<file path="src/rtl/reset_sequencer.sv">
`default_nettype none
// reset_sequencer: holds all downstream resets after release, then frees them
// one stage at a time (bit 0 first) with fixed spacing; rev 1.0
module reset_sequencer #(
   parameter int NUM_STAGES = 3,
   parameter int HOLD_CYC   = 4,
   parameter int STAGE_DLY  = 8
) (
   input  logic                  clk,
   input  logic                  async_rst_ni,
   input  logic                  sw_rst_req_i,
   output logic [NUM_STAGES-1:0] rst_no,
   output logic                  busy_o,
   output logic                  seq_done_o,
   output logic [3:0]            stage_o
);

   localparam int MAX_CYC = (HOLD_CYC > STAGE_DLY) ? HOLD_CYC : STAGE_DLY;
   localparam int CNT_W   = (MAX_CYC > 1) ? $clog2(MAX_CYC) : 1;
   localparam logic [CNT_W-1:0] HOLD_LAST  = CNT_W'(HOLD_CYC - 1);
   localparam logic [CNT_W-1:0] STAGE_LAST = CNT_W'(STAGE_DLY - 1);
   localparam logic [3:0]       LAST_STAGE = 4'(NUM_STAGES);

   typedef enum logic [1:0] {
      HOLD    = 2'd0,
      RELEASE = 2'd1,
      DONE    = 2'd2
   } state_t;

   state_t           state;
   logic [CNT_W-1:0] cnt;

   // Thermometer code with the lowest n bits set keeps releases monotonic.
   function automatic logic [NUM_STAGES-1:0] therm(input logic [3:0] n);
      logic [NUM_STAGES-1:0] t;
      for (int k = 0; k < NUM_STAGES; k++) begin
         t[k] = (4'(k) < n);
      end
      return t;
   endfunction

   always_ff @(posedge clk or negedge async_rst_ni) begin
      if (!async_rst_ni) begin
         state      <= HOLD;
         cnt        <= '0;
         rst_no     <= '0;
         busy_o     <= 1'b1;
         seq_done_o <= 1'b0;
         stage_o    <= 4'd0;
      end else if (sw_rst_req_i) begin
         state      <= HOLD;
         cnt        <= '0;
         rst_no     <= '0;
         busy_o     <= 1'b1;
         seq_done_o <= 1'b0;
         stage_o    <= 4'd0;
      end else begin
         case (state)
            HOLD: begin
               if (cnt == HOLD_LAST) begin
                  rst_no  <= therm(4'd1);
                  cnt     <= '0;
                  stage_o <= 4'd1;
                  state   <= (NUM_STAGES == 1) ? DONE : RELEASE;
               end else begin
                  cnt <= cnt + 1'b1;
               end
            end
            RELEASE: begin
               if (cnt == STAGE_LAST) begin
                  rst_no  <= therm(stage_o + 4'd1);
                  stage_o <= stage_o + 4'd1;
                  cnt     <= '0;
                  if (stage_o + 4'd1 == LAST_STAGE) begin
                     state <= DONE;
                  end
               end else begin
                  cnt <= cnt + 1'b1;
               end
            end
            DONE: begin
               busy_o     <= 1'b0;
               seq_done_o <= 1'b1;
            end
            default: state <= HOLD;
         endcase
      end
   end

endmodule
`default_nettype wire
</file>
<file path="config.mk">
export PLATFORM = sky130hd
export DESIGN_NAME = reset_sequencer
export DESIGN_NICKNAME = d
export VERILOG_FILES = /design/src/rtl/reset_sequencer.sv
export SDC_FILE = /design/constraint.sdc
export NUM_CORES = 1
export LEC_CHECK = 0
export ABC_CLOCK_PERIOD_IN_PS = 3900
export BUFFER_PORTS_ARGS = -buffer_cell sky130_fd_sc_hd__buf_2
export CORE_AREA = 2 2 39 41
export CTS_BUF_LIST = sky130_fd_sc_hd__clkbuf_4 sky130_fd_sc_hd__clkbuf_8
export DETAILED_ROUTE_END_ITERATION = 6
export DIE_AREA = 0 0 41 43
export GPL_ROUTABILITY_DRIVEN = 1
export PLACE_DENSITY = 0.78
export SLEW_MARGIN = 5
export SYNTH_ARGS = -nofsm -noshare
export SYNTH_HDL_FRONTEND = slang
export SYNTH_SLANG_ARGS = --single-unit
</file>
<file path="constraint.sdc">
create_clock -name clk -period 3.9 [get_ports clk]
set_clock_uncertainty 0.1 [all_clocks]
set_input_delay 0.195 -clock clk [delete_from_list [all_inputs] [get_ports clk]]
set_output_delay 0.195 -clock clk [all_outputs]
set_load 0.1 [all_outputs]
</file>
==> impl_metrics.sql, run 1 <==
INSERT INTO impl_metrics (metric_group, metric, value, unit) VALUES
('clocking', 'max-clock-path-buffers', '2', ''),
('routing', 'avgRoutedWirePerCell', '13.3', 'um'),
('power_and_ir_drop', 'p_sw_share', '27.2', '%'),
('critical_path', 'critical_path_startpoint', 'cnt[0]', ''),
('die', 'num_io_pins', '12', ''),
('cells_and_area', 'final_nets', '100', ''),
('power_and_ir_drop', 'seqPwrFrac', '54.5', '%'),
('synthesis', 'synth.yosys.seq_area_share', '46.7', '%'),
('critical_path', 'worstSetupPathType', 'reg2reg', ''),
('cells_and_area', 'syn_to_final_growth', '13.6', '%'),
('grt', 'number_of_global_route_vias_before_repair', '527', ''),
('synthesis', 'synth_net_count', '86', ''),
('timing', 'maxClockFrequency', '0.528', 'GHz'),
('critical_path', 'r2r.worst_path.cells', '6', ''),
('synthesis', 'synthDominantCellAreaShare', '43.2', '%'),
('die', 'site_rows', '14', ''),
('clocking', 'cts_root_buffer', 'clkbuf_4', ''),
('grt', 'grt_usage', '19.1', '%'),
('die', 'design.die.area', '1760', 'um^2'),
('die', 'core_area', '1380', 'um^2'),
('power_and_ir_drop', 'power_frac_clock', '31.8', '%'),
('placed_design', 'dpl.hpwl', '1.04', 'mm'),
('power_and_ir_drop', 'irDropWorstVdd', '255', 'uV'),
('timing', 'final_layout_setup_total_negative_slack', '0', 'ns'),
('critical_path', 'critical_path.startpoint_type', 'register', ''),
('synthesis', 'post-synth-top-area-cell', 'dfrtp_1', ''),
('timing', 'timing_hold_violations_final', '0', ''),
('cells_and_area', 'n_antenna_cell', '0', ''),
('power_and_ir_drop', 'cellInternalPower', '0.209', 'mW'),
('timing', 'period_share', '48.6', '%'),
('timing', 'drv_slew', '0', ''),
('synthesis', 'synth-main-ff-cell', 'dfrtp_1', ''),
('grt', 'wire_length_of_the_first_global_routing_pass', '2.26', 'mm'),
('power_and_ir_drop', 'power_total', '0.287', 'mW'),
('critical_path', 'timing.rr.start', 'cnt[0]', ''),
('critical_path', 'crit-reg2reg-capture', 'rst_no[2]', ''),
('synthesis', 'netlist-cell-type-count', '29', ''),
('power_and_ir_drop', 'pwr_density', '336', 'nW/um^2'),
('synthesis', 'yosys-top-cells-count', '13 x dfrtp_1, 9 x nor2_1, 7 x ha_1', ''),
('timing', 'tightestPinTransition', '0.484', 'ns'),
('status', 'run_status', 'finished clean', ''),
('timing', 'rsz0062_at_grt', 'no', ''),
('placed_design', 'globalplace.congestion', '0.760', ''),
('placed_design', 'placement.io_buffers', '11', ''),
('synthesis', 'postSynth.asyncResetShare', '100', '%'),
('critical_path', 'rrSetupSlack', '2.01', 'ns'),
('routing', 'vias', '599', ''),
('clocking', 'clock_buffers_created_by_tritoncts', '3', ''),
('critical_path', 'critical_path_data_arrival_time', '2.00', 'ns'),
('synthesis', 'syn_area', '753', 'um^2'),
('timing', 'timing.final.setup_violations', '0', ''),
('synthesis', 'ys_top_cells_by_area', 'dfrtp_1 43%, ha_1 12%, o2bb2ai_1 4.7%, nor2_1 4.5%, dfstp_2 3.5%', ''),
('die', 'initial_utilization', '54.4', '%'),
('timing', 'worst_slew_margin_rel', '67.9', '%'),
('clocking', 'cts_resized', '0', ''),
('die', 'floorplan.die.width', '41', 'um'),
('power_and_ir_drop', 'net_switching_component_of_the_power', '0.0783', 'mW'),
('clocking', 'clk_pin_slew', '0.08', 'ns'),
('clocking', 'clock_tree.htree_level_count', '1', ''),
('critical_path', 'critical_path.endpoint_type', 'register', ''),
('power_and_ir_drop', 'pwr-share-comb', '13.7', '%'),
('cells_and_area', 'final_layout_size_suffix_gt1_share', '21.3', '%'),
('clocking', 'clk-insertion-delay-late', '0.28', 'ns'),
('grt', 'antenna_found_initial', '0', ''),
('critical_path', 'timing.critical_path.fanout_max', '5', ''),
('run', 'drv_cap', '0', ''),
('routing', 'route.detailed.vias_per_inst', '5.70', ''),
('clocking', 'cts_tree', 'yes', ''),
('power_and_ir_drop', 'leakage_power_total', '0.393', 'nW'),
('synthesis', 'synthMostInstantiatedCell', 'dfrtp_1', ''),
('synthesis', 'syn_inst', '76', '');
## how the worst min path moves through the flow
stage | slack, ns | endpoint | cells after the start | start
after floorplan | -0.20 | cnt[0] | 0 | async_rst_ni
after global placement | 0.006 | stage_o[0] | 1 | async_rst_ni
after detailed placement | 0.008 | stage_o[2] | 1 | async_rst_ni
after CTS | 0.11 | cnt[1] | 2 | sw_rst_req_i
after global routing | 0.13 | seq_done_o | 2 | sw_rst_req_i
final | 0.11 | cnt[1] | 2 | sw_rst_req_i
## kinds of logic after synthesis
| kind of cell | Yosys count | share of synthesized area [%] |
|---|---|---|
| buffers and inverters | 9 | 4.65 |
| AOI/OAI and AO/OA | 20 | 19.1 |
| adders and majority gates | 7 | 11.6 |
| muxes | 1 | 1.33 |
| and+or+nand+nor | 24 | 15.4 |
| DFF | 14 | 46.7 |
| xor gates and xnor gates | 1 | 1.16 |
## flip-flops by register name, summed over array words and instances (netlist names)
signal / cells
stage_o: 4
cnt: 3
rst_no: 3
state: 2
busy_o: 1
seq_done_o: 1
## layout make-up
class,count,area [um^2]
fillers,120,528
multi-input cells,53,367
flip-flops and latches,14,352
repair buffers,12,65.1
clock buffers,4,30.0
inverters,6,22.5
well taps,16,20.0
## what timing repair did
action | CTS | global route
hold endpoints to repair | 14 | 0
hold buffers | 1 | 0
buffers inserted | 0 | 0
## per-stage QoR
stage	cells	cell area (um^2)	setup slack [ns]	utilization, %
final	105	856	2.01	61.8
after global routing	105	856	1.85	61.8
after CTS	105	856	1.99	61.8
after detailed placement	100	816	1.98	59.0
after global placement	100	816	2.10	59.0
after floorplan	76	753	1.65	-
## worst max-delay path, stage by stage (launching register included)
cell and delay [ns]:
dfrtp_1 0.40, ha_1 0.24, ha_1 0.21, mux2i_1 0.28
nor2_1 0.13, nor2_1 0.29, o2bb2ai_1 0.17
## layout by cell type, fill, tap and decap left out, drive strengths merged, types with 2 or more instances in the layout
| cell | netlist | final |
|---|---|---|
| nand3b | 2 | 2 |
| buf | 1 | 11 |
| a31oi | 2 | 2 |
| o2bb2ai | 4 | 4 |
| nor3 | 2 | 2 |
| o21ai | 3 | 3 |
| a21oi | 5 | 5 |
| dfrtp | 13 | 13 |
| ha | 7 | 7 |
| nand2 | 5 | 5 |
| nand3 | 2 | 2 |
| inv | 6 | 6 |
| nor2 | 9 | 9 |
| clkbuf | 2 | 4 |
## power by group through the flow
stage	sequential [mW]	combinational, mW	clock (mW)
6_report	0.157	0.0394	0.0914
3_5_place_dp	0.159	0.0395	0
2_1_floorplan	0.169	0.0188	0
5_1_grt	0.157	0.0440	0.0996
4_1_cts	0.156	0.0402	0.0942
3_3_place_gp	0.159	0.0386	0
## per-layer routing
| layer | track usage [%] | up-vias | wire length, um |
|---|---|---|---|
| met2 | 27.8 | 12 | 662 |
| met4 | 11.3 | 0 | 39 |
| met3 | 3.14 | 5 | 56 |
| li1 | - | 291 | - |
| met1 | 25.5 | 291 | 640 |
| met5 | 0 | - | 0 |
(Power assumes the default switching activity.)
==> inputs of run 2 (changes only) <==
- ABC_CLOCK_PERIOD_IN_PS: 3900 -> 2000
- CORE_AREA: 2 2 39 41 -> not set
- CORE_UTILIZATION: not set -> 56
- DIE_AREA: 0 0 41 43 -> not set
- PLACE_DENSITY: 0.78 -> 0.77
- clock period: 3.9 -> 2 ns (I/O delays scaled with it)
==> impl_metrics.sql, run 2 (synthesized netlist as in run 1, its figures left out) <==
INSERT INTO impl_metrics (metric_group, metric, value, unit) VALUES
('die', 'floorplan.die.width', '38.7', 'um'),
('timing', 'period_share', '91.7', '%'),
('timing', 'maxClockFrequency', '0.545', 'GHz'),
('timing', 'drv_slew', '0', ''),
('hold_path', 'whs_path_depth', '2', ''),
('cells_and_area', 'top_regs', 'stage_o (4), cnt (3), rst_no (3)', ''),
('clocking', 'cts_root_buffer', 'clkbuf_4', ''),
('power_and_ir_drop', 'leakage_power_total', '0.401', 'nW'),
('critical_path', 'rrSetupSlack', '0.17', 'ns'),
('cells_and_area', 'final_area', '878', 'um^2'),
('timing', 'tightestPinTransition', '0.487', 'ns'),
('clocking', 'clock_sinks', '14', ''),
('routing', 'drt_iter0_drc', '5', ''),
('placed_design', 'placement.io_buffers', '11', ''),
('die', 'initial_utilization', '64.3', '%'),
('critical_path', 'critical_path_data_arrival_time', '1.92', 'ns'),
('placed_design', 'dpl.hpwl', '1.05', 'mm'),
('critical_path', 'critical_path.startpoint_type', 'register', ''),
('run', 'drv_cap', '0', ''),
('die', 'die_y', '38.7', 'um'),
('grt', 'grt_remaining_overflow', '0', ''),
('clocking', 'clk-insertion-delay-late', '0.27', 'ns'),
('cells_and_area', 'number_of_flip_flops_in_the_largest_register', '4', ''),
('routing', 'firstDrtPassIters', '4', ''),
('cells_and_area', 'syn_to_final_growth', '16.6', '%'),
('die', 'num_io_pins', '12', ''),
('placed_design', 'placedInstanceArea', '832', 'um^2'),
('timing', 'period_minus_slack', '1.83', 'ns'),
('timing', 'rsz0062_at_grt', 'no', ''),
('clocking', 'clock_tree.htree_level_count', '1', ''),
('cells_and_area', 'final_nets', '102', ''),
('critical_path', 'timing.rr.start', 'cnt[0]', ''),
('routing', 'wirelength', '1.43', 'mm'),
('critical_path', 'critical_path.endpoint_type', 'register', ''),
('routing', 'vias', '578', ''),
('cells_and_area', 'n_fill_cell', '85', ''),
('cells_and_area', 'final_layout_size_suffix_gt1_share', '26.4', '%'),
('power_and_ir_drop', 'pwr_density', '667', 'nW/um^2'),
('timing', 'final_layout_setup_total_negative_slack', '0', 'ns'),
('clocking', 'clock_buffers_created_by_tritoncts', '3', ''),
('cells_and_area', 'layout_commonest_cell', 'buf_2', ''),
('routing', 'route.detailed.vias_per_inst', '5.50', ''),
('grt', 'number_of_global_route_vias_before_repair', '510', ''),
('die', 'design.die.area', '1500', 'um^2'),
('routing', 'route.detailed.drc', '0', ''),
('grt', 'wire_length_of_the_first_global_routing_pass', '2.18', 'mm'),
('clocking', 'clk_pin_slew', '0.09', 'ns'),
('grt', 'gr-max-usage-layer', 'met2', ''),
('grt', 'met3_usage', '1.73', '%'),
('cells_and_area', 'registers.top_by_ff_count', 'stage_o', ''),
('grt', 'gr-usage-met2', '37.5', '%'),
('clocking', 'max-clock-path-buffers', '2', ''),
('critical_path', 'r2r.worst_path.cells', '6', ''),
('timing', 'worst_slew_margin_rel', '67.8', '%'),
('critical_path', 'worstSetupPathType', 'reg2reg', ''),
('timing', 'timing.final.setup_violations', '0', ''),
('cells_and_area', 'final_cell_mix', '11 x buf_2, 10 x dfrtp_1, 9 x nor2_1', ''),
('hold_path', 'timing.hold.worst.class', 'in2reg', ''),
('status', 'run_status', 'finished clean', ''),
('grt', 'grt_usage', '21.6', '%'),
('placed_design', 'globalplace.congestion', '0.776', ''),
('critical_path', 'critical_path_required', '2.09', 'ns'),
('grt', 'grtUsageMet1', '27.8', '%'),
('grt', 'largest_net_degree_at_the_start_of_global_routing', '15', ''),
('cells_and_area', 'n_antenna_cell', '0', ''),
('timing', 'timing_hold_violations_final', '0', ''),
('cells_and_area', 'post-route-util', '75.0', '%'),
('routing', 'avgRoutedWirePerCell', '13.6', 'um'),
('die', 'core_area', '1170', 'um^2'),
('grt', 'antenna_found_initial', '0', ''),
('clocking', 'cts_resized', '0', ''),
('die', 'site_rows', '12', ''),
('hold_path', 'holdCritStartpoint', 'sw_rst_req_i', ''),
('critical_path', 'timing.critical_path.fanout_max', '5', ''),
('clocking', 'cts_tree', 'yes', ''),
('power_and_ir_drop', 'irDropWorstVdd', '508', 'uV'),
('routing', 'postRouteAntennaNets', '0', ''),
('critical_path', 'critical_path_startpoint', 'cnt[0]', '');
==> run 2: cell types whose count changed in the layout (fill, tap and decap cells not counted) <==
cell,previous run,this run
clkbuf_4,4,3
clkbuf_8,0,1
dfrtp_2,0,3
dfrtp_1,13,10
buf_4,0,2
==> run 2: final cells by class <==
| type | instances | area, um^2 | area share [%] |
|---|---|---|---|
| Clock buffer | 4 | 36.3 | 4.13 |
| Inverter | 6 | 22.5 | 2.56 |
| Multi-Input combinational cell | 53 | 367 | 41.7 |
| Sequential cell | 14 | 355 | 40.5 |
| Tap cell | 14 | 17.5 | 1.99 |
| Timing Repair Buffer | 14 | 80.1 | 9.12 |
==> run 2: critical path, cell delays in order, from the launching register on <==
cell and delay, ns:
dfrtp_1 0.40, ha_1 0.24, ha_1 0.22, mux2i_1 0.20, nor2_1 0.11, nor2_1 0.31
o2bb2ai_1 0.18
==> run 2: final timing paths <==
path                                   end
max in group asynchronous           busy_o
worst max-delay path            stage_o[1]
worst min register to register   rst_no[2]
min in group asynchronous           cnt[2]
worst max register to register  stage_o[1]
worst min-delay path              state[1]
==> run 2: through the flow <==
step                      worst slack (ns)  hold slack, ns  instances  total power [mW]
final                                0.167          0.0304        105             0.586
after global routing                0.0228          0.0437        105             0.612
after CTS                            0.168          0.0299        105             0.591
after detailed placement             0.187         -0.0907        100             0.390
after global placement               0.268         -0.0965        100             0.386
after floorplan                     0.0442          -0.296         76             0.367
==> run 2: where the power goes <==
part | total (mW) | switching (mW) | internal [mW]
Clock | 0.201 | 0.0901 | 0.110
Sequential | 0.306 | 0.0115 | 0.294
Combinational | 0.0793 | 0.0549 | 0.0244
Total | 0.586 | 0.157 | 0.429
==> run 2: layer usage <==
layer | wire (um) | vias to the layer above
met5 | 0 | -
met2 | 658 | 11
met3 | 46 | 2
met4 | 14 | 0
met1 | 707 | 267
li1 | - | 298
==> run 2: repair_timing <==
| item | 4_1_cts | 5_1_grt |
|---|---|---|
| endpoints found under the hold margin | 14 | 0 |
| hold buffers | 1 | 0 |
| buffers inserted | 0 | 0 |
==> inputs of run 3 (changes only) <==
- CORE_UTILIZATION: 56 -> 53
- CTS_BUF_LIST: sky130_fd_sc_hd__clkbuf_4 sky130_fd_sc_hd__clkbuf_8 -> not set
- PLACE_DENSITY: 0.77 -> 0.73
==> impl_metrics.sql, run 3 (synthesized netlist as in run 1, its figures left out) <==
INSERT INTO impl_metrics (metric_group, metric, value, unit) VALUES
('grt', 'grt_usage', '22.6', '%'),
('clocking', 'cts_setup_buffers', '0', ''),
('clocking', 'clock_sinks', '14', ''),
('power_and_ir_drop', 'seqPwrFrac', '51.7', '%'),
('clocking', 'clock_buffers_created_by_tritoncts', '3', ''),
('clocking', 'max-clock-path-buffers', '2', ''),
('placed_design', 'placement.io_buffers', '11', ''),
('timing', 'maxClockFrequency', '0.551', 'GHz'),
('grt', 'grt_remaining_overflow', '0', ''),
('cells_and_area', 'layout_commonest_cell', 'buf_2', ''),
('critical_path', 'timing.critical_path.fanout_max', '6', ''),
('timing', 'timing_hold_violations_final', '0', ''),
('die', 'num_io_pins', '12', ''),
('timing', 'worst_slew_margin_rel', '67.8', '%'),
('routing', 'avgRoutedWirePerCell', '13.2', 'um'),
('power_and_ir_drop', 'power_frac_clock', '34.8', '%'),
('die', 'site_rows', '13', ''),
('die', 'design.die.area', '1580', 'um^2'),
('clocking', 'cts_resized', '0', ''),
('grt', 'largest_net_degree_at_the_start_of_global_routing', '15', ''),
('grt', 'wire_length_of_the_first_global_routing_pass', '2.23', 'mm'),
('cells_and_area', 'top_regs', 'stage_o (4), cnt (3), rst_no (3)', ''),
('status', 'run_status', 'finished clean', ''),
('cells_and_area', 'final_cell_mix', '11 x buf_2, 10 x dfrtp_1, 9 x nor2_1', ''),
('power_and_ir_drop', 'cellInternalPower', '0.429', 'mW'),
('routing', 'drt_iter0_drc', '14', ''),
('clocking', 'clock_tree.htree_level_count', '1', ''),
('critical_path', 'critical_path_required', '2.13', 'ns'),
('cells_and_area', 'n_antenna_cell', '0', ''),
('run', 'drv_cap', '0', ''),
('cells_and_area', 'registers.top_by_ff_count', 'stage_o', ''),
('die', 'core_area', '1320', 'um^2'),
('hold_path', 'timing.hold.worst.class', 'in2reg', ''),
('clocking', 'cts_root_buffer', 'clkbuf_4', ''),
('timing', 'timing.hold.ws', '0.0306', 'ns'),
('clocking', 'clk_pin_slew', '0.09', 'ns'),
('timing', 'tightestPinTransition', '0.486', 'ns'),
('cells_and_area', 'final_nets', '102', ''),
('power_and_ir_drop', 'pwr_density', '672', 'nW/um^2'),
('placed_design', 'dpl.hpwl', '978', 'um'),
('critical_path', 'worstSetupPathType', 'reg2reg', ''),
('routing', 'route.detailed.drc', '0', ''),
('placed_design', 'placedInstanceArea', '833', 'um^2'),
('grt', 'number_of_global_route_vias_before_repair', '508', ''),
('die', 'floorplan.die.width', '39.7', 'um'),
('timing', 'period_minus_slack', '1.82', 'ns'),
('timing', 'period_share', '90.8', '%'),
('clocking', 'cts_tree', 'yes', ''),
('critical_path', 'critical_path.endpoint_type', 'register', ''),
('grt', 'antenna_found_initial', '0', ''),
('timing', 'drv_slew', '0', ''),
('critical_path', 'critical_path.startpoint_type', 'register', ''),
('cells_and_area', 'number_of_flip_flops_in_the_largest_register', '4', ''),
('die', 'initial_utilization', '57.2', '%'),
('timing', 'final_layout_setup_total_negative_slack', '0', 'ns'),
('cells_and_area', 'final_area', '880', 'um^2'),
('clocking', 'clk-insertion-delay-late', '0.28', 'ns'),
('power_and_ir_drop', 'p_sw_share', '27.4', '%'),
('cells_and_area', 'final_layout_size_suffix_gt1_share', '26.4', '%'),
('critical_path', 'critical_path_data_arrival_time', '1.94', 'ns'),
('routing', 'postRouteAntennaNets', '0', ''),
('placed_design', 'globalplace.congestion', '0.806', ''),
('timing', 'timing.final.setup_violations', '0', ''),
('power_and_ir_drop', 'irDropWorstVdd', '391', 'uV'),
('power_and_ir_drop', 'pwr-share-comb', '13.4', '%'),
('routing', 'route.detailed.vias_per_inst', '5.56', ''),
('routing', 'vias', '589', ''),
('power_and_ir_drop', 'leakage_power_total', '0.401', 'nW'),
('timing', 'rsz0062_at_grt', 'no', ''),
('cells_and_area', 'n_fill_cell', '110', ''),
('power_and_ir_drop', 'net_switching_component_of_the_power', '0.162', 'mW'),
('die', 'die_y', '39.7', 'um'),
('cells_and_area', 'syn_to_final_growth', '16.8', '%'),
('routing', 'firstDrtPassIters', '4', ''),
('routing', 'wirelength', '1.40', 'mm');
==> run 3: cell counts in the layout (fill, tap and decap cells not counted) <==
Identical to the previous run, type by type.
==> run 3: timing repair <==
item                                    in CTS  in global routing
hold buffers                                 1                  0
endpoints found under the setup margin       0                  0
endpoints found under the hold margin       14                  0
==> run 3: final timing paths <==
check | depth (start not counted) | from | endpoint | slack (ns)
max | 5 | cnt[0] | stage_o[2] | 0.18
min | 2 | sw_rst_req_i | seq_done_o | 0.03
max reg2reg | 5 | cnt[0] | stage_o[2] | 0.18
min reg2reg | 1 | rst_no[1] | rst_no[1] | 0.40
max in group asynchronous | 2 | async_rst_ni | busy_o | 1.39
min in group asynchronous | 2 | async_rst_ni | stage_o[3] | 0.13
==> run 3: power groups by stage <==
| stage | clock [mW] | combinational, mW | sequential [mW] |
|---|---|---|---|
| floorplan | 0 | 0.0365 | 0.330 |
| global placement | 0 | 0.0760 | 0.311 |
| detailed placement | 0 | 0.0787 | 0.311 |
| CTS | 0.210 | 0.0803 | 0.306 |
| global route | 0.227 | 0.0903 | 0.307 |
| finish | 0.206 | 0.0795 | 0.306 |
==> run 3: stage by stage <==
stage	total power, mW	util [%]	instances	setup slack [ns]
floorplan	0.367	-	76	0.0442
detailed placement	0.390	63.2	101	0.198
finish	0.591	66.8	106	0.184
global placement	0.387	63.2	101	0.255
global route	0.625	66.8	106	0.0593
CTS	0.596	66.8	106	0.187
==> run 3: cell type report <==
class	count	area, um^2	area share, %
multi-input cells	53	367	41.7
flip-flops and latches	14	355	40.4
repair buffers	14	80.1	9.10
clock buffers	4	36.3	4.13
inverters	6	22.5	2.56
well taps	15	18.8	2.13
==> run 3: worst max-delay path, cell delays in order (launching register included) <==
cell     delay (ns)
dfrtp_1        0.38
ha_1           0.20
ha_1           0.20
or4b_1         0.57
o21ai_2        0.16
o22a_1         0.14
==> run 3: routing by layer <==
| layer | GRT usage, % | vias to the layer above | wire [um] |
|---|---|---|---|
| li1 | - | 297 | - |
| met1 | 29.0 | 277 | 701 |
| met2 | 33.2 | 11 | 635 |
| met3 | 6.82 | 4 | 40 |
| met4 | 12.9 | 0 | 25 |
| met5 | 0 | - | 0 |
